===== src/rtl/mem_ctrl.sv =====
// Byte-wide memory controller: arbitrates MEM burst requests and IF fetches onto a single-port RAM.
// Optional performance counters are enabled with `define MEM_CTRL_PERF_EN.
module mem_ctrl #(
    parameter int unsigned ADDR_W = 32,
    parameter int unsigned CNT_W  = 32
) (
    input  logic              clk,
    input  logic              rst,
    input  logic [1:0]        mem_rw_i,
    input  logic [ADDR_W-1:0] mem_addr_i,
    input  logic [7:0]        mem_data_i,
    input  logic              mem_flag_i,
    output logic              mem_r_o,
    output logic [7:0]        mem_data_o,
    input  logic              if_rw_i,
    input  logic [ADDR_W-1:0] if_addr_i,
    output logic              if_r_o,
    output logic [7:0]        if_data_o,
    output logic              if_busy_o,
    input  logic [7:0]        ram_din_i,
    output logic [ADDR_W-1:0] ram_a_o,
    output logic [7:0]        ram_dout_o,
    output logic              ram_wr_o,
    output logic [CNT_W-1:0]  perf_rd_o,
    output logic [CNT_W-1:0]  perf_wr_o,
    output logic [CNT_W-1:0]  perf_conf_o
);

    logic              lock_q;
    logic              tag1_v_q, tag1_if_q;
    logic              tag2_v_q, tag2_if_q;
    logic              mem_r_q, if_r_q;
    logic [7:0]        mem_data_q, if_data_q;
    logic [ADDR_W-1:0] ram_a_q;
    logic [7:0]        ram_dout_q;
    logic              ram_wr_q;

    logic mem_req, mem_own, mem_rd, mem_wr;
    logic if_pend, if_issue, rd_issue;

    always_comb begin
        mem_req  = (mem_rw_i == 2'b01) || (mem_rw_i == 2'b10);
        mem_own  = mem_req | lock_q;
        mem_rd   = mem_own & (mem_rw_i == 2'b01);
        mem_wr   = mem_own & (mem_rw_i == 2'b10);
        // IF port is non-pipelined: hold off re-issue while its read is still in flight
        if_pend  = (tag1_v_q & tag1_if_q) | (tag2_v_q & tag2_if_q);
        if_issue = if_rw_i & ~mem_own & ~if_pend;
        rd_issue = mem_rd | if_issue;
        if_busy_o = if_rw_i & mem_own;
    end

    always_ff @(posedge clk) begin
        if (rst) begin
            lock_q     <= 1'b0;
            tag1_v_q   <= 1'b0;
            tag1_if_q  <= 1'b0;
            tag2_v_q   <= 1'b0;
            tag2_if_q  <= 1'b0;
            mem_r_q    <= 1'b0;
            if_r_q     <= 1'b0;
            mem_data_q <= '0;
            if_data_q  <= '0;
            ram_a_q    <= '0;
            ram_dout_q <= '0;
            ram_wr_q   <= 1'b0;
        end else begin
            if (mem_own) begin
                lock_q <= mem_flag_i;
            end
            ram_wr_q <= mem_wr;
            if (mem_req) begin
                ram_a_q    <= mem_addr_i;
                ram_dout_q <= mem_data_i;
            end else if (if_issue) begin
                ram_a_q    <= if_addr_i;
            end
            tag1_v_q  <= rd_issue;
            tag1_if_q <= if_issue;
            tag2_v_q  <= tag1_v_q;
            tag2_if_q <= tag1_if_q;
            // RAM data for the tag2 read is valid in the current cycle
            mem_r_q <= tag2_v_q & ~tag2_if_q;
            if_r_q  <= tag2_v_q & tag2_if_q;
            if (tag2_v_q & ~tag2_if_q) begin
                mem_data_q <= ram_din_i;
            end
            if (tag2_v_q & tag2_if_q) begin
                if_data_q <= ram_din_i;
            end
        end
    end

    assign mem_r_o    = mem_r_q;
    assign mem_data_o = mem_data_q;
    assign if_r_o     = if_r_q;
    assign if_data_o  = if_data_q;
    assign ram_a_o    = ram_a_q;
    assign ram_dout_o = ram_dout_q;
    assign ram_wr_o   = ram_wr_q;

`ifdef MEM_CTRL_PERF_EN
    logic [CNT_W-1:0] perf_rd_q, perf_wr_q, perf_conf_q;

    always_ff @(posedge clk) begin
        if (rst) begin
            perf_rd_q   <= '0;
            perf_wr_q   <= '0;
            perf_conf_q <= '0;
        end else begin
            if (rd_issue) begin
                perf_rd_q <= perf_rd_q + CNT_W'(1);
            end
            if (mem_wr) begin
                perf_wr_q <= perf_wr_q + CNT_W'(1);
            end
            if (if_busy_o) begin
                perf_conf_q <= perf_conf_q + CNT_W'(1);
            end
        end
    end

    assign perf_rd_o   = perf_rd_q;
    assign perf_wr_o   = perf_wr_q;
    assign perf_conf_o = perf_conf_q;
`else
    assign perf_rd_o   = '0;
    assign perf_wr_o   = '0;
    assign perf_conf_o = '0;
`endif

endmodule


===== config.mk =====
export PLATFORM = sky130hd
export DESIGN_NAME = mem_ctrl
export DESIGN_NICKNAME = d
export VERILOG_FILES = /design/src/rtl/mem_ctrl.sv
export SDC_FILE = /design/constraint.sdc
export NUM_CORES = 1
export LEC_CHECK = 0
export CAP_MARGIN = 10
export CORE_ASPECT_RATIO = 1.25
export CORE_MARGIN = 1.5
export CORE_UTILIZATION = 36
export CTS_CLUSTER_SIZE = 16
export DETAILED_ROUTE_END_ITERATION = 10
export GPL_TIMING_DRIVEN = 0
export HOLD_SLACK_MARGIN = 0.1
export PLACE_DENSITY = 0.9
export SLEW_MARGIN = 20
export SYNTH_ARGS = -nofsm -noshare
export SYNTH_HDL_FRONTEND = slang
export SYNTH_SLANG_ARGS = --single-unit
export TNS_END_PERCENT = 5

===== constraint.sdc =====
create_clock -name clk -period 1.83 [get_ports clk]
set_input_delay 0.4575 -clock clk [delete_from_list [all_inputs] [get_ports clk]]
set_output_delay 0.4575 -clock clk [all_outputs]
set_load 0.01 [all_outputs]

Word-level counts from Yosys, hierarchy flattened --
Index checks and enable logic that the tools add are counted. Widths: inputs -> output; s select.
Storage, ports and cells: register bits 64, word-level logic and storage cells 32
Cells by class: equal/unequal tests 2, multiplexer cells 2, bitwise operators 14, reduce and logical (&&, ||, !) cells 2
Operator list (count):
- $mux 32 | 2
- $and 1x1->1 | 8
- $not 1->1 | 3
- $or 1x1->1 | 3
- $eq 2x1->1 const B | 1
- $eq 2x2->1 const B | 1
- $reduce_bool 2->1 | 1
- $logic_or 1x1->1 | 1

Depth between registers and ports, before layout --
Gate-level depths: netlist of the first run.
word-level depth 8, mapped depth 7

Worst setup path after synthesis of the first run --
No wires, ideal clock.
path type in2out, from input port mem_rw_i[0], to output port if_busy_o, setup slack 0.147 ns, buffers on the path 1, stages on the path 5, arrival time 1.226 ns, cells stage by stage inv_1 > ha_1 > buf_2 > nor2b_1 > nor2b_1
On the way: cells in the longest elaborated chain, start to end 4, elaborated cells between the ends (all ways) 5, those cells by class 2 x eq/ne; 2 x bitwise; 1 x reduce/logical
RTL lines:
- from (decl) | line 9 | input logic [1:0] mem_rw_i,
- $eq 2x1->1 / $eq 2x2->1 (equally long branches) | line 42 | mem_req = (mem_rw_i == 2'b01) || (mem_rw_i == 2'b10);
- $logic_or 1x1->1 * | line 42
- $or 1x1->1 * | line 43 | mem_own = mem_req | lock_q;
- $and 1x1->1 * | line 50 | if_busy_o = if_rw_i & mem_own;
- to (decl) | line 19 | output logic if_busy_o,
Every way passes the cells marked *; elsewhere a longest branch is shown, timed or not.

Worst setup path after layout of the first run --
Ends and elaborated chain as after synthesis.

==> reports/metrics.csv, run 1 <==
stage,metric,value,unit
logic_synthesis,Avg Synthesized Cell Area,9.710,sq um
floorplanning,Die Footprint,10760,sq um
sta,Final Skew,0.006430,ns
clock_tree,CTS buffer count,9,
layout,ANT cells,0,
power,Worst IR Drop VDD,0.0004634,V
sta,RSZ-0062 raised after global routing,no,
sta,Fin. Hold Viols,0,
global_routing,Congestion Overflow GR,0,
clock_tree,Skew-Pair Late Insertion Delay,0.32,ns
outcome,status,"finished, final reports clean",
sta,worst rel slew slack,52.60,%
floorplanning,# rows,40,
logic_synthesis,Post-synth EDFFs,0,
global_routing,vias in the first global route,3306,
floorplanning,Die H,115.6,um
detailed_routing,Antenna Nets Post-Route,0,
detailed_routing,WL/cell,14.02,um
power,Power Density,763.7,nW/um^2
power,power share of the combinational group,27.0,%
layout,share of post-route cells with drive strength above 1,27.69,%
setup_path,worst-path maximum fanout,3,
logic_synthesis,YS warnings,0,
floorplanning,initial core utilization,37.41,%
detailed_routing,Via Count,3364,
logic_synthesis,Gate Count Post-Synth,376,
setup_path,"setup slack, reg-to-reg",0.45,ns
detailed_routing,DRC Markers,0,
floorplanning,Core Area,9759,sq um
clock_tree,clock buffer depth,2,
sta,final max-slew violation count,0,
logic_synthesis,"count leader, synth",buf_4,
floorplanning,Die Wd,93.08,um
job,Max Cap Viol,0,
detailed_routing,via/cell ratio,4.438,
detailed_routing,DR pass1 iterations,5,
setup_path,crit path DAT,1.31,ns
clock_tree,clk sinks,64,
global_routing,largest net degree at the start of global routing,13,
clock_tree,H-tree Lvls,3,
setup_path,CP Data Required Time,1.37,ns
global_routing,first-pass GRT wire length,15810,um
power,Leak,2.642,nW
logic_synthesis,cell area after synthesis,3651,sq um
logic_synthesis,Synth cell types,26,
setup_path,crit path launch type,input port,
sta,Final Critical Period,1.765,ns
floorplanning,I/O pin cnt,242,
sta,Peak Freq,566.5,MHz
logic_synthesis,sequential element share of the synthesized area,35.09,%
setup_path,Setup crit end kind,primary output,
logic_synthesis,Seq cells post-synth,64,
layout,Layout area overhead,62.58,%
power,Sequential Power Share,34.5,%
global_routing,initial antenna violation count,0,
clock_tree,cts hold-fix bufs,0,
logic_synthesis,Synth top cells by count,"101 x buf_4, 64 x dfxtp_1, 40 x mux2i_1",
clock_tree,Root Buffer,clkbuf_16,
detailed_routing,Starting DRT DRC Count,83,
logic_synthesis,ys flop type,dfxtp_1,
logic_synthesis,cell taking the most area after synthesis,dfxtp_1,
logic_synthesis,dominant cells by area after synthesis,"dfxtp_1 35%, buf_4 21%, mux2i_1 11%",
sta,"Period Utilization, post-route",96.47,%
power,Clk pwr share,38.5,%
power,total power,0.004533,W
placement,port bufs,144,
min_path,Hold Path Class,input port to register,
sta,setup violation total in the final timing report,0,
layout,Final #Nets,715,
power,Int Pwr,0.003277,W
placement,Post-DP HPWL,8453,um
setup_path,CP Class,input port to primary output,
power,Switching Share,27.70,%
sta,Slew @ Worst Pin,0.7109,ns
clock_tree,Worst-path clk slew,0.06,ns
detailed_routing,final WL,10630,um
logic_synthesis,Async SR Flop Fraction,0,%
placement,Final GP Congestion,0.7094,
power,switching pwr,0.001256,W
global_routing,gr usage total,18.81,%
logic_synthesis,top cell type's share of synthesized area,35.09,%
layout,Util after Layout,60.82,%
clock_tree,CTS tree,built,
==> final timing paths <==
kind                      from            to  cells after the start
hold / removal             rst      tag2_v_q                      2
setup / recovery   mem_rw_i[0]     if_busy_o                      7
setup reg to reg     tag2_if_q      tag1_v_q                      4
hold reg to reg   if_data_o[7]  if_data_o[7]                      2
==> metrics by stage <==
step / area [sq um] / hold WS, ns / instances / setup slack [ns] / TNS (ns)
floorplan: 4008 / 0.4805 / 471 / 0.1469 / 0
global placement: 5607 / 0.4445 / 741 / -0.9883 / -16.36
detailed placement: 5607 / 0.4547 / 741 / -1.014 / -17.67
CTS: 5936 / 0.4479 / 758 / 0.03713 / 0
global route: 5936 / 0.4563 / 758 / 0.02161 / 0
finish: 5936 / 0.4598 / 758 / 0.06467 / 0
==> critical path: stages <==
cell	delay, ns
buf_2	0.11
inv_2	0.06
ha_4	0.19
buf_6	0.11
nor2b_4	0.13
nor2b_2	0.11
buf_2	0.14
==> cell usage in the layout (no fill, tap or decap), drive strengths merged, types with 2 or more instances in the layout <==
| cell | instances |
|---|---|
| a311oi | 32 |
| clkdlybuf4s50 | 141 |
| clkbuf | 20 |
| inv | 5 |
| nor2 | 11 |
| clkinv | 4 |
| mux2i | 40 |
| a211oi | 32 |
| conb | 96 |
| buf | 121 |
| dfxtp | 64 |
| nand2 | 33 |
| nor2b | 6 |
| ha | 2 |
| a21oi | 17 |
==> sequential cells by signal (all words and copies together), names as in the netlist, 8 cells and up <==
signal / flops
mem_data_o: 8
ram_dout_o: 8
ram_a_o: 32
if_data_o: 8
==> layout make-up <==
| type | count | area [sq um] |
|---|---|---|
| buffer | 127 | 905.9 |
| clock inverter | 6 | 68.82 |
| fill | 836 | 3824 |
| tap | 126 | 157.7 |
| inverter | 5 | 18.77 |
| sequential | 64 | 1281 |
| timing repair buffer | 145 | 1434 |
| clock buffer | 10 | 239.0 |
| multi-input combinational | 275 | 1831 |
==> power by group through the flow <==
stage,Combinational [W],Clock [W],Sequential [W]
floorplan,0.000661,0,0.00163
global placement,0.00118,0,0.00159
detailed placement,0.00121,0,0.00159
CTS,0.00122,0.00179,0.00156
global route,0.00131,0.00184,0.00157
finish,0.00123,0.00174,0.00156
==> routing by layer <==
metal,global-route usage (%),vias up,part of all wire (%)
li1,-,1641,-
met4,6.768,0,1.7
met1,18.53,1540,35
met3,6.037,17,7.9
met2,36.40,166,55
met5,0,-,0
==> cell families after synthesis <==
logic type | share of synthesized area (%)
buffers and inverters | 25.15
AO/OA/AOI/OAI | 21.69
flip-flops | 35.09
AND/OR/NAND/NOR | 6.306
multiplexers | 10.97
adder cells (fa/ha/maj) | 0.6853
other | 0.1027
==> timing repair <==
| action | in CTS | in global routing |
|---|---|---|
| gates resized for setup | 19 | 0 |
| setup endpoints to repair | 33 | 0 |
| buffers inserted | 1 | 0 |
No activity file was read; power rests on OpenSTA's default activity.
==> run 2: changes to the inputs <==
--- a/config.mk
+++ b/config.mk
@@ -5,7 +5,7 @@
 export SDC_FILE = /design/constraint.sdc
 export NUM_CORES = 1
 export LEC_CHECK = 0
-export CAP_MARGIN = 10
+export CAP_MARGIN = 20
 export CORE_ASPECT_RATIO = 1.25
 export CORE_MARGIN = 1.5
 export CORE_UTILIZATION = 36
==> results of run 2 <==
No change in the layout: final DEF, timing and power equal those of run 1.
==> run 3: changes to the inputs <==
--- a/config.mk
+++ b/config.mk
@@ -6,14 +6,14 @@
 export NUM_CORES = 1
 export LEC_CHECK = 0
 export CAP_MARGIN = 20
-export CORE_ASPECT_RATIO = 1.25
 export CORE_MARGIN = 1.5
-export CORE_UTILIZATION = 36
+export CORE_UTILIZATION = 39
 export CTS_CLUSTER_SIZE = 16
 export DETAILED_ROUTE_END_ITERATION = 10
+export DONT_BUFFER_PORTS = 1
 export GPL_TIMING_DRIVEN = 0
 export HOLD_SLACK_MARGIN = 0.1
-export PLACE_DENSITY = 0.9
+export PLACE_DENSITY = 0.62
 export SLEW_MARGIN = 20
 export SYNTH_ARGS = -nofsm -noshare
 export SYNTH_HDL_FRONTEND = slang
==> reports/metrics.csv, run 3 (synthesis gave the netlist of run 1 again) <==
stage,metric,value,unit,change
outcome,status,"finished, final reports clean",,unchanged
layout,cell area after layout,4358,sq um,was 5936 sq um
detailed_routing,WL/cell,14.55,um,was 14.02 um
clock_tree,Skew-Pair Late Insertion Delay,0.34,ns,was 0.32 ns
clock_tree,CTS resizes,0,,was 19
detailed_routing,DRC Markers,0,,unchanged
detailed_routing,final WL,8698,um,was 10630 um
sta,final max-slew violation count,0,,unchanged
global_routing,largest net degree at the start of global routing,12,,was 13
setup_path,worst-path maximum fanout,6,,was 3
floorplanning,initial core utilization,39.89,%,was 37.41%
sta,RSZ-0062 raised after global routing,no,,unchanged
clock_tree,Worst-path clk slew,0.07,ns,was 0.06 ns
sta,Final Critical Period,1.735,ns,was 1.765 ns
detailed_routing,DR pass1 iterations,4,,was 5
layout,Final #Nets,570,,was 715
power,Worst IR Drop VDD,0.0004692,V,was 0.0004634 V
clock_tree,post-CTS setup buffers,0,,was 1
floorplanning,Die Wd,99.76,um,was 93.08 um
setup_path,CP Class,input port to primary output,,unchanged
layout,Layout area overhead,19.36,%,was 62.58%
placement,Post-DP HPWL,6573,um,was 8453 um
clock_tree,Root Buffer,clkbuf_8,,was clkbuf_16
layout,storage element area,1281,sq um,unchanged
clock_tree,CTS buffer count,9,,unchanged
layout,Util after Layout,47.61,%,was 60.82%
layout,area of the multi-input gates,1813,sq um,was 1831 sq um
detailed_routing,via/cell ratio,4.548,,was 4.438
detailed_routing,Starting DRT DRC Count,39,,was 83
floorplanning,Die Footprint,9951,sq um,was 10760 sq um
clock_tree,clk sinks,64,,unchanged
clock_tree,H-tree Lvls,3,,unchanged
power,Power Density,839.1,nW/um^2,was 763.7 nW/um^2
layout,FILL cells,888,,was 836
sta,setup violation total in the final timing report,0,,unchanged
setup_path,CP Data Required Time,1.37,ns,about the same
floorplanning,Die H,99.76,um,was 115.6 um
floorplanning,# rows,35,,was 40
setup_path,Setup crit end kind,primary output,,unchanged
setup_path,crit path DAT,1.28,ns,was 1.31 ns
setup_path,crit path launch type,input port,,unchanged
sta,Fin. Hold Viols,0,,unchanged
global_routing,vias in the first global route,2492,,was 3306
placement,dpl cell area,4146,sq um,was 5607 sq um
detailed_routing,Antenna Nets Post-Route,0,,unchanged
placement,Post-Place Worst Slack,0.03290,ns,was -1.014 ns
global_routing,initial antenna violation count,0,,unchanged
floorplanning,I/O pin cnt,242,,unchanged
floorplanning,Core Area,9153,sq um,was 9759 sq um
sta,Final Skew,0.006955,ns,was 0.006430 ns
layout,"commonest non-fill, non-tap cells in the layout","101 x buf_4, 96 x conb_1, 64 x dfxtp_1, 40 x mux2i_1",,"was 141 x clkdlybuf4s50_1, 102 x buf_4, 96 x conb_1, 64 x dfxtp_1, 40 x mux2i_1"
min_path,Hold Path Class,input port to register,,unchanged
layout,"commonest non-fill, non-tap cell in the layout",buf_4,,was clkdlybuf4s50_1
clock_tree,cts hold-fix bufs,0,,unchanged
placement,port bufs,0,,was 144
global_routing,Congestion Overflow GR,0,,unchanged
detailed_routing,Via Count,2720,,was 3364
power,Leak,2.041,nW,was 2.642 nW
layout,ANT cells,0,,unchanged
sta,Slew @ Worst Pin,0.7088,ns,was 0.7109 ns
layout,Largest register FFs,32,,unchanged
sta,accumulated negative setup slack,0,ns,unchanged
power,total power,0.003657,W,was 0.004533 W
sta,"Period Utilization, post-route",94.79,%,was 96.47%
clock_tree,clock buffer depth,2,,unchanged
sta,post-route setup slack,0.09540,ns,was 0.06467 ns
global_routing,first-pass GRT wire length,13120,um,was 15810 um
sta,worst rel slew slack,52.74,%,was 52.60%
placement,Final GP Congestion,0.6611,,was 0.7094
job,Max Cap Viol,0,,unchanged
global_routing,gr usage total,16.85,%,was 18.81%
layout,share of post-route cells with drive strength above 1,34.70,%,was 27.69%
clock_tree,CTS tree,built,,unchanged
sta,Peak Freq,576.5,MHz,was 566.5 MHz
-- run 3: worst paths after layout --
| path | to | depth (start not counted) | start | slack, ns |
|---|---|---|---|---|
| worst max-delay path | if_busy_o | 5 | mem_rw_i[0] | 0.1 |
| worst min-delay path | if_data_o[7] | 2 | ram_din_i[7] | 0.25 |
| worst min register to register | tag2_if_q | 1 | tag1_if_q | 0.50 |
| worst max register to register | tag1_v_q | 4 | tag2_v_q | 0.52 |
-- run 3: area by class of cell --
class,count,area share [%]
multi-input combinational,275,41.60
sequential,64,29.40
buffer,127,20.64
clock buffer,11,3.474
tap,111,3.187
clock inverter,5,1.263
inverter,5,0.4307
-- run 3: per-stage QoR --
step | hold WS (ns) | instances
finish | 0.2466 | 598
floorplan | 0.4805 | 471
detailed placement | 0.4937 | 582
global route | 0.2339 | 598
CTS | 0.2320 | 598
global placement | 0.4888 | 582
-- run 3: metal layers --
metal / global-route usage, % / wire (um) / vias to the layer above
met5: 0 / 0 / -
met4: 5.742 / 100 / 0
met3: 6.254 / 895 / 9
met2: 28.89 / 4295 / 134
met1: 19.28 / 3407 / 1232
li1: - / - / 1345
-- run 3: where the power goes --
group | internal [W] | switching, W | leakage [nW] | total [W]
combinational | 0.000356 | 0.000398 | 1.41 | 0.000754
sequential | 0.00150 | 0.000130 | 0.528 | 0.00163
clock | 0.000699 | 0.000572 | 0.101 | 0.00127
total | 0.00256 | 0.00110 | 2.04 | 0.00366
-- run 3: worst max-delay path: stages --
cell and delay, ns:
inv_1 0.02, ha_1 0.27, buf_2 0.17, nor2b_2 0.19, nor2b_2 0.17
